<file path="src/rtl/bram_port_arbiter.sv">
// Round-robin arbiter sharing one BRAM port between NUM_REQ requesters.
// Read data is steered back to its issuer RD_LATENCY cycles after acceptance.
module bram_port_arbiter #(
    parameter int NUM_REQ    = 2,
    parameter int ADDR_BITW  = 32,
    parameter int DATA_BITW  = 32,
    parameter int RD_LATENCY = 1
) (
    input  logic                           Clk_C,
    input  logic                           Rst_R,
    input  logic [NUM_REQ-1:0]             Req_S,
    input  logic [NUM_REQ*ADDR_BITW-1:0]   Addr_S,
    input  logic [NUM_REQ*DATA_BITW/8-1:0] WrEn_S,
    input  logic [NUM_REQ*DATA_BITW-1:0]   Wr_D,
    output logic [NUM_REQ-1:0]             Gnt_S,
    output logic [NUM_REQ-1:0]             RdValid_S,
    output logic [DATA_BITW-1:0]           Rd_D,
    output logic                           Bram_Clk_C,
    output logic                           Bram_Rst_R,
    output logic                           Bram_En_S,
    output logic [ADDR_BITW-1:0]           Bram_Addr_S,
    output logic [DATA_BITW/8-1:0]         Bram_WrEn_S,
    output logic [DATA_BITW-1:0]           Bram_Wr_D,
    input  logic [DATA_BITW-1:0]           Bram_Rd_D
);

    localparam int BE_BITW = DATA_BITW / 8;
    localparam int ID_BITW = (NUM_REQ > 1) ? $clog2(NUM_REQ) : 1;

    logic [ID_BITW-1:0]   prio_q, prio_d;
    logic                 win_valid;
    logic [ID_BITW-1:0]   win_id;
    int                   best_dist;
    logic [NUM_REQ-1:0]   gnt;
    logic [ADDR_BITW-1:0] sel_addr;
    logic [BE_BITW-1:0]   sel_we;
    logic [DATA_BITW-1:0] sel_wd;

    logic [RD_LATENCY-1:0] rd_vld_q, rd_vld_d;
    logic [ID_BITW-1:0]    rd_id_q [RD_LATENCY];
    logic [ID_BITW-1:0]    rd_id_d [RD_LATENCY];

    // Winner is the requester closest to the pointer going upward (mod NUM_REQ).
    always_comb begin
        win_valid = 1'b0;
        win_id    = '0;
        best_dist = NUM_REQ;
        for (int i = 0; i < NUM_REQ; i++) begin
            if (Req_S[i] && (((i + NUM_REQ - int'(prio_q)) % NUM_REQ) < best_dist)) begin
                best_dist = (i + NUM_REQ - int'(prio_q)) % NUM_REQ;
                win_id    = ID_BITW'(i);
                win_valid = 1'b1;
            end
        end
        if (Rst_R) begin
            win_valid = 1'b0;
        end
    end

    always_comb begin
        gnt      = '0;
        sel_addr = '0;
        sel_we   = '0;
        sel_wd   = '0;
        for (int i = 0; i < NUM_REQ; i++) begin
            if (win_valid && (win_id == ID_BITW'(i))) begin
                gnt[i]   = 1'b1;
                sel_addr = Addr_S[i*ADDR_BITW +: ADDR_BITW];
                sel_we   = WrEn_S[i*BE_BITW +: BE_BITW];
                sel_wd   = Wr_D[i*DATA_BITW +: DATA_BITW];
            end
        end
    end

    always_comb begin
        prio_d = prio_q;
        if (win_valid) begin
            prio_d = (win_id == ID_BITW'(NUM_REQ - 1)) ? '0 : win_id + ID_BITW'(1);
        end
        rd_vld_d[0] = win_valid && (sel_we == '0);
        rd_id_d[0]  = win_id;
        for (int s = 1; s < RD_LATENCY; s++) begin
            rd_vld_d[s] = rd_vld_q[s-1];
            rd_id_d[s]  = rd_id_q[s-1];
        end
    end

    always_ff @(posedge Clk_C or posedge Rst_R) begin
        if (Rst_R) begin
            prio_q   <= '0;
            rd_vld_q <= '0;
            for (int s = 0; s < RD_LATENCY; s++) begin
                rd_id_q[s] <= '0;
            end
        end else begin
            prio_q   <= prio_d;
            rd_vld_q <= rd_vld_d;
            for (int s = 0; s < RD_LATENCY; s++) begin
                rd_id_q[s] <= rd_id_d[s];
            end
        end
    end

    always_comb begin
        RdValid_S = '0;
        for (int i = 0; i < NUM_REQ; i++) begin
            if (rd_vld_q[RD_LATENCY-1] && (rd_id_q[RD_LATENCY-1] == ID_BITW'(i))) begin
                RdValid_S[i] = 1'b1;
            end
        end
    end

    assign Gnt_S       = gnt;
    assign Rd_D        = Bram_Rd_D;
    assign Bram_Clk_C  = Clk_C;
    assign Bram_Rst_R  = Rst_R;
    assign Bram_En_S   = win_valid;
    assign Bram_Addr_S = sel_addr;
    assign Bram_WrEn_S = sel_we;
    assign Bram_Wr_D   = sel_wd;

endmodule
</file>
<file path="config.mk">
export PLATFORM = sky130hd
export DESIGN_NAME = bram_port_arbiter
export DESIGN_NICKNAME = d
export VERILOG_FILES = /design/src/rtl/bram_port_arbiter.sv
export SDC_FILE = /design/constraint.sdc
export NUM_CORES = 1
export LEC_CHECK = 0
export BUFFER_PORTS_ARGS = -buffer_cell sky130_fd_sc_hd__clkbuf_2
export CORE_AREA = 4 4 108 110
export DETAILED_ROUTE_END_ITERATION = 12
export DIE_AREA = 0 0 112 114
export PLACE_DENSITY = 0.44
export REMOVE_ABC_BUFFERS = 1
export SLEW_MARGIN = 20
export SYNTH_ARGS = -nofsm -noshare
export SYNTH_HDL_FRONTEND = slang
export SYNTH_SLANG_ARGS = --single-unit
</file>
<file path="constraint.sdc">
create_clock -name Clk_C -period 1.6 [get_ports Clk_C]
set_input_delay 0 -clock Clk_C [delete_from_list [all_inputs] [get_ports Clk_C]]
set_output_delay 0 -clock Clk_C [all_outputs]
set_load 0.01 [all_outputs]
</file>
; ---- Word level (Yosys, flattened, before mapping)
; Index checks and enable logic that the tools add are counted.
[totals]
romBits = 0
output_inout_bits = 107
ramBits = 0
memories = 0
register_bits = 3
latchBits = 0
[classes]
n_lt_le_gt_ge = 2
n_bitwise = 4
shift = 0
mux = 16
multipliers = 0
reduce_logical = 8
n_addsub = 3
eq_ne = 0
n_div = 0
[ops]
columns = op, n
row1 = $mux W32, 5
row2 = $lt A2 B32 Y1, 1
row3 = $mux W1, 9
row4 = $mux W4, 2
row5 = $logic_and A1 B1 Y1, 7
row6 = $sub A2 B1 Y3 const A, 2
row7 = $logic_not A4 Y1, 1
row8 = $lt A2 B3 Y1 const B, 1
row9 = $and A1 B1 Y1, 2
row10 = $not A1 Y1, 2
row11 = $add A1 B1 Y1 const B, 1

; ---- Longest topological paths before layout
; Gate-level depths: netlist of run 1.
[depth]
word_depth = 14
depth_mapped = 6
mapped_depth_nobuf = 5

==> results list, run 1 <==
- The run finished, with violations left.
* Violated checks: setup timing
- Critical path startpoint category: flip-flop
* DRT antenna net count: 0
- From synthesis to final layout, the design area changed by 96.7%.
* Yosys synthesis warning count: 0
- In the layout the commonest cells are clkbuf_2, a22o_1, nor2_1, buf_2, buf_6.
- Reg clk slew, reported paths: around 0.04 ns
- For the finished layout, the period the worst path requires is about 1.6 ns.
* Pin count of the biggest net entering global routing: 44
- Required time at the worst-slack endpoint: 1.60 ns
- Total number of placement rows: 38
- Wire length per cell: 17.9 um
* Sort of element at the end of the critical path: output port
- The longest clock path from root to sink contains 2 buffers.
- The number of antenna violations at the first check in global routing came to 0.
- For the pin with the worst max-slew slack, the measured transition is around 0.23 ns.
* Crit Path Max Fanout: 11
- The filler cells instantiated in the layout total 1216.
- Die height: between 100 and 150 um
* Rel. slew slack: 0.847
- Static timing analysis puts the maximum clock frequency at roughly 620 MHz.
- Hpwl dp: 6.76 mm
- Vias in the first global route: 1979
* Minimum setup slack among reg-to-reg paths: 0.26 ns
- Across the VDD grid, the largest voltage drop is between 0.0003 and 0.0004 V.
- Count of different cell masters after synthesis: 18
* Htree depth: 1
* RSZ-0062 raised after global routing: true
- Dividing total power by cell area gives a power density of around 460 mW/mm2.
- At the end of routability-driven placement, the weighted congestion stood at 0.805.
* Initial core utilization: 0.110
- Most frequent standard cell in the layout excluding fill and tap cells: clkbuf_2
- Layout Nets: 496
* Placed Cells incl. Taps: between 400 and 500
- Measured along the x axis, the die boundary spans 112 um.
- Share of the clock period used by the worst path: 1.01
- I/O pin cnt: 279
* Initial detailed-routing violation count: 29
* Total chip power: 1060 uW
* Worst endpoint data arrival time: 1.61 ns
- Worst Path Class, Setup: flip-flop to output port
* Number of failing setup endpoints in the final timing report: 13
* Later-pin clock latency in the skew report: 0.22 ns
* Total grt overflow: 0
- Mapped Area: 0.00118 mm2
- The number of clock buffers added by TritonCTS is 3.
- Total Negative Setup Slacks: -0.0587 ns
* Leakage component of the power: 0.00139 uW
- Layout cell share with drive strength beyond 1: 0.728
* Mean instance size in the synthesized netlist: 8.35 um2
* Area used by multi-input combinational logic: 727 um2
* Wire length of the first global-routing pass: 10.7 mm
- Dividing the detail-routed via count by the number of cells gives 4.08.
- The region available for standard cell placement spans approximately 0.011 mm2.
- The final number of max-transition violations was 0.
- DIE AREA: 0.0128 mm2
* Worst Hold Class: input port to output port
* # DRC: 0
* Final Hold Vio Count: 0
- Combined flip-flop and latch cell area: between 70 and 80 um2
- In this run the clock root is driven by a clkbuf_8.
* Max-capacitance violation count: 0
* Number of buffers inserted by port buffering: 214
- TritonCTS built the clock tree.
- Number of inserted diodes: 0
- Excluding fillers, the count of instances in the completed layout stands at 463.
- Synthesis produced ~140 cells.
* Worst clock skew: 0.000774 ns
* Pre-Repair DR Iteration Count: 4
- Across every metal layer, demand over resource in global routing totals 0.106.
- After synthesis the netlist holds a flip-flop and latch count of 3.
- Across all setup checks in the final design, the least slack found is -0.0121 ns.
- For this run, the register share of the synthesized area comes to 0.0638.
* Total via count in the routed design: 1889
* Overall routed net length: 8.30 mm
## stage by stage
step           setup slack (ns)  utilization  area, um2  hold WS, ns
6_report                -0.0121        0.216       2320    0.0000221
5_1_grt                 -0.0765        0.216       2320    0.0000603
4_1_cts                -0.00602        0.203       2170    0.0000686
3_5_place_dp              0.182        0.197       2100    0.0000686
3_3_place_gp              0.231        0.197       2100    0.0000686
2_1_floorplan            -0.689            -        797       -0.241
## worst paths after layout
kind / start / endpoint / cells past startpoint
setup / recovery: prio_q / Bram_Wr_D[17] / 7
hold / removal: Bram_Rd_D[31] / Rd_D[31] / 0
hold reg to reg: prio_q / prio_q / 2
max in group asynchronous: Rst_R / rd_id_q / 3
min in group asynchronous: Rst_R / prio_q / 3
setup reg to reg: prio_q / rd_vld_q / 5
## critical path, cell delays in order (launching register included)
cell and delay, ns:
dfrtp_1 0.41, nand2b_4 0.17, nand2_4 0.09, nor2_4 0.05, buf_12 0.14, clkbuf_16 0.16, a22o_1 0.23, clkbuf_2 0.13
## cells in the mapped netlist (all sizes together)
cell type | count | share of area
nand2 | 2 | 0.0085
and2 | 2 | 0.011
and4bb | 1 | 0.011
o31ai | 1 | 0.0064
a22oi | 2 | 0.013
inv | 2 | 0.0064
a32oi | 2 | 0.015
a22o | 64 | 0.48
nor2 | 10 | 0.034
a21boi | 1 | 0.016
nor2b | 1 | 0.0053
buf | 49 | 0.32
dfrtp | 3 | 0.064
nand2b | 1 | 0.012
## what timing repair did
item                                    in CTS  in global routing
hold buffers                                 1                  0
endpoints found under the setup margin      24                 64
gates resized for setup                      3                 20
pin swaps                                    0                 14
endpoints found under the hold margin        3                  0
setup buffers                                0                  6
gates cloned                                 0                  4
## per-layer routing
layer	routed length (um)	share of wire	GRT usage	vias to the layer above
li1	-	-	-	883
met1	3470	0.42	0.140	847
met2	3690	0.44	0.157	153
met3	1070	0.13	0.0605	4
met4	6	0.00072	0.00481	2
met5	57	0.0069	0.0392	-
## cells by family after synthesis
group | Yosys count | share of synthesized area
AOI/OAI and AO/OA | 70 | 0.526
DFF | 3 | 0.0638
and+or+nand+nor | 17 | 0.0808
buffers and inverters | 51 | 0.329
## report_power, final
group          internal (uW)  switching [uW]
logic                    377             323
clock network            188            85.4
registers               83.2            5.93
total                    649             414
## sequential cells by signal (all words and copies together) (netlist names)
| signal | flops |
|---|---|
| prio_q | 1 |
| rd_vld_q | 1 |
| rd_id_q | 1 |
## final cells by class
class	instances	share of cell area
timing repair buffer	226	0.553
multi-input combinational	87	0.314
tap	140	0.0756
sequential	3	0.0324
clock buffer	5	0.0216
inverter	2	0.00324
(Power assumes the default switching activity.)
==> run 2, diff against run 1 <==
REMOVE_ABC_BUFFERS = default   (was 1)
==> results list, run 2 (synthesis results as in run 1) <==
- Pre-Repair DR Iteration Count: 4 (unchanged)
- The final number of max-transition violations came to 0 (unchanged).
* Worst endpoint data arrival time: 1.54 ns (-0.07 ns)
* Post-route standard cell area excluding fillers: 0.00222 mm2 (-4.1%)
- Total number of placement rows: 38 (unchanged)
- Die height: 114 um (unchanged)
- Layout cell share with drive strength beyond 1: 0.726 (-0.00200)
- The worst setup path is of the flip-flop to output port kind.
- Clock network power share: 0.269 (+0.012)
- TritonCTS built the clock tree.
- The cell internal power dissipation was 622 uW (-4.2%).
- CTS Root Buffer Type: clkbuf_8
- Layout Nets: 490 (-1.2%)
* Die width: 112 um (unchanged)
- The run finished with clean final reports.
* I/O pin cnt: 279 (unchanged)
- The number of nets still failing antenna checks after routing was 0 (unchanged).
- Leading cell types in the layout, fill and taps excluded: clkbuf_2, a22o_1, nor2_1, clkbuf_8, buf_12
- The vias after detailed routing was 1789 (-5.3%).
- The number of design rule violations left after detail routing came to 0 (unchanged).
- Later-pin clock latency in the skew report: 0.22 ns (about the same)
* Weighted congestion at the end of routability-driven global placement: 0.741 (-7.9%)
- The diode insertion count for antenna repair is 0 (unchanged).
- Max VDD drop: 0.000224 V (-42%)
* Worst Hold Class: input port to output port
- Htree depth: 1 (unchanged)
- Total track usage: 0.0791 (-0.0274)
- FMAX: 650 MHz (+4.9%)
- Wire length of the first global-routing pass: 8.52 mm (-21%)
* Initial detailed-routing violation count: 33 (+14%)
* Hpwl dp: 5.11 mm (-24%)
- The global routing stage identified its most utilized layer as met2.
- Max-capacitance violation count: 0 (unchanged)
* Number of buffers inserted by port buffering: 214 (unchanged)
- RSZ-0062 raised after global routing: true
- Total clock buffers created by CTS: 3 (unchanged)
- Share of power burned in combinational logic: 0.642 (-0.017)
* Most frequent standard cell in the layout excluding fill and tap cells: clkbuf_2
* Reg clk slew, reported paths: 0.04 ns (about the same)
* DIE AREA: 0.0128 mm2 (unchanged)
- Number of antenna violations at the first check in global routing: 0 (unchanged)
- Largest registers: prio_q x1, rd_id_q x1, rd_vld_q x1
- The setup violation total in the final timing report is 0 (-13).
- Grt met2 use: 0.143 (-0.0140)
- The per-cell via count in the routed design came to 3.91 (-4.1%).
- The clock period minus worst slack was 1.54 ns (-0.0747 ns).
- From synthesis to final layout, the design area changed by 88.7%.
- The fraction of power spent switching nets came to 0.386 (-0.00328).
* Met1 GRT Util: 0.0937 (-0.0460)
- The area of the core was 0.0107 mm2 (unchanged).
- The starting density of the core was 0.110 (unchanged).
- Largest buffer count on any clock path: 2 (unchanged)
* Reg power frac: 0.089 (+0.005)
* Overall routed net length: 5.89 mm (-29%)
- Worst hold path cell count: 0 (unchanged)
* Pin count of the biggest net entering global routing: 37 (-16%)
- Minimum hold slack: 0.00000390 ns (-0.0000182 ns)
- Final Hold Vio Count: 0 (unchanged)
* Crit Path Max Fanout: 36 (+25)
* Worst-case reg-to-reg path depth: 5 (unchanged)
- Critical path startpoint category: flip-flop
- Vias in the first global route: 1783 (-9.9%)
- The total grt overflow came to 0 (unchanged).
- Sort of element at the end of the critical path: output port
- Areal power density over the cells: 456 mW/mm2 (-0.69%)
- The data required time at the worst endpoint was 1.60 ns (about the same).
- Worst clock skew: 0.00597 ns (+0.00519 ns)
- The final worst-path cycle share came to 0.961 (-0.0467).
- Net Count, Synth: 313
* Instance area after placement: 0.00212 mm2 (+0.59%)
- The leakage component of the power was 0.00134 uW (-3.6%).
- Actual slew at the worst max-slew pin: 0.215 ns (-0.0148 ns)
* Met3 global-route usage: 0.0207 (-0.0398)
- Switching component of the power: 391 uW (-5.5%)
- Wire length per cell: 12.9 um (-28%)
- Rel. slew slack: 0.857 (+0.00984)
run 2: changes by cell type in the layout (fill, tap and decap cells not counted), moves of 2 or more:
cell	delta
buf_2	-8
clkbuf_2	+11
clkbuf_16	-2
buf_4	-2
buf_6	-6
run 2: final timing paths:
kind,from,endpoint,slack [ns]
max reg2reg,prio_q,rd_vld_q,0.30
min reg2reg,prio_q,prio_q,0.58
min,Bram_Rd_D[12],Rd_D[12],0.000004
max,prio_q,Bram_Wr_D[31],0.06
min in group asynchronous,Rst_R,rd_id_q,0.35
max in group asynchronous,Rst_R,prio_q,1.08
run 2: critical path: stages (launching register included):
cell and delay, ns:
dfrtp_2 0.43, nand2b_4 0.17, nand2_4 0.09, nor2_4 0.05
buf_12 0.17, a22o_1 0.26, buf_2 0.14
run 2: metal layers:
layer  up-vias  routed length, um
met5         -                  0
met4         0                 61
met3         8                667
met2       129               2960
met1       784               2210
li1        868                  -
run 2: area by class of cell:
| type | instances | area, um2 |
|---|---|---|
| multi-input combinational | 87 | 727 |
| fill | 1227 | 8480 |
| inverter | 2 | 7.51 |
| clock buffer | 5 | 50.0 |
| tap | 140 | 175 |
| sequential | 3 | 76.3 |
| timing repair buffer | 220 | 1190 |
run 2: power groups by stage:
stage	combinational, uW	sequential, uW	clock, uW
floorplan	393	88.8	51.5
global placement	629	89.4	37.7
detailed placement	635	89.8	37.7
CTS	661	89.8	284
global route	709	91.7	291
finish	650	90.4	272
run 2: repair_timing:
action | in CTS | in global routing
pin swaps | 1 | 1
cloned | 1 | 0
hold endpoints to repair | 3 | 0
endpoints found under the setup margin | 38 | 64
buffers inserted | 1 | 0
gates resized for setup | 3 | 4
hold buffers | 1 | 0
run 2: stage by stage:
step	setup WS, ns	util	instances	setup TNS [ns]	total power [uW]
floorplan	0.361	-	141	0	533
global placement	0.219	0.198	450	0	756
detailed placement	0.175	0.198	450	0	763
CTS	-0.00443	0.208	457	-0.00882	1030
global route	-0.00799	0.208	457	-0.0162	1090
finish	0.0626	0.208	457	0	1010
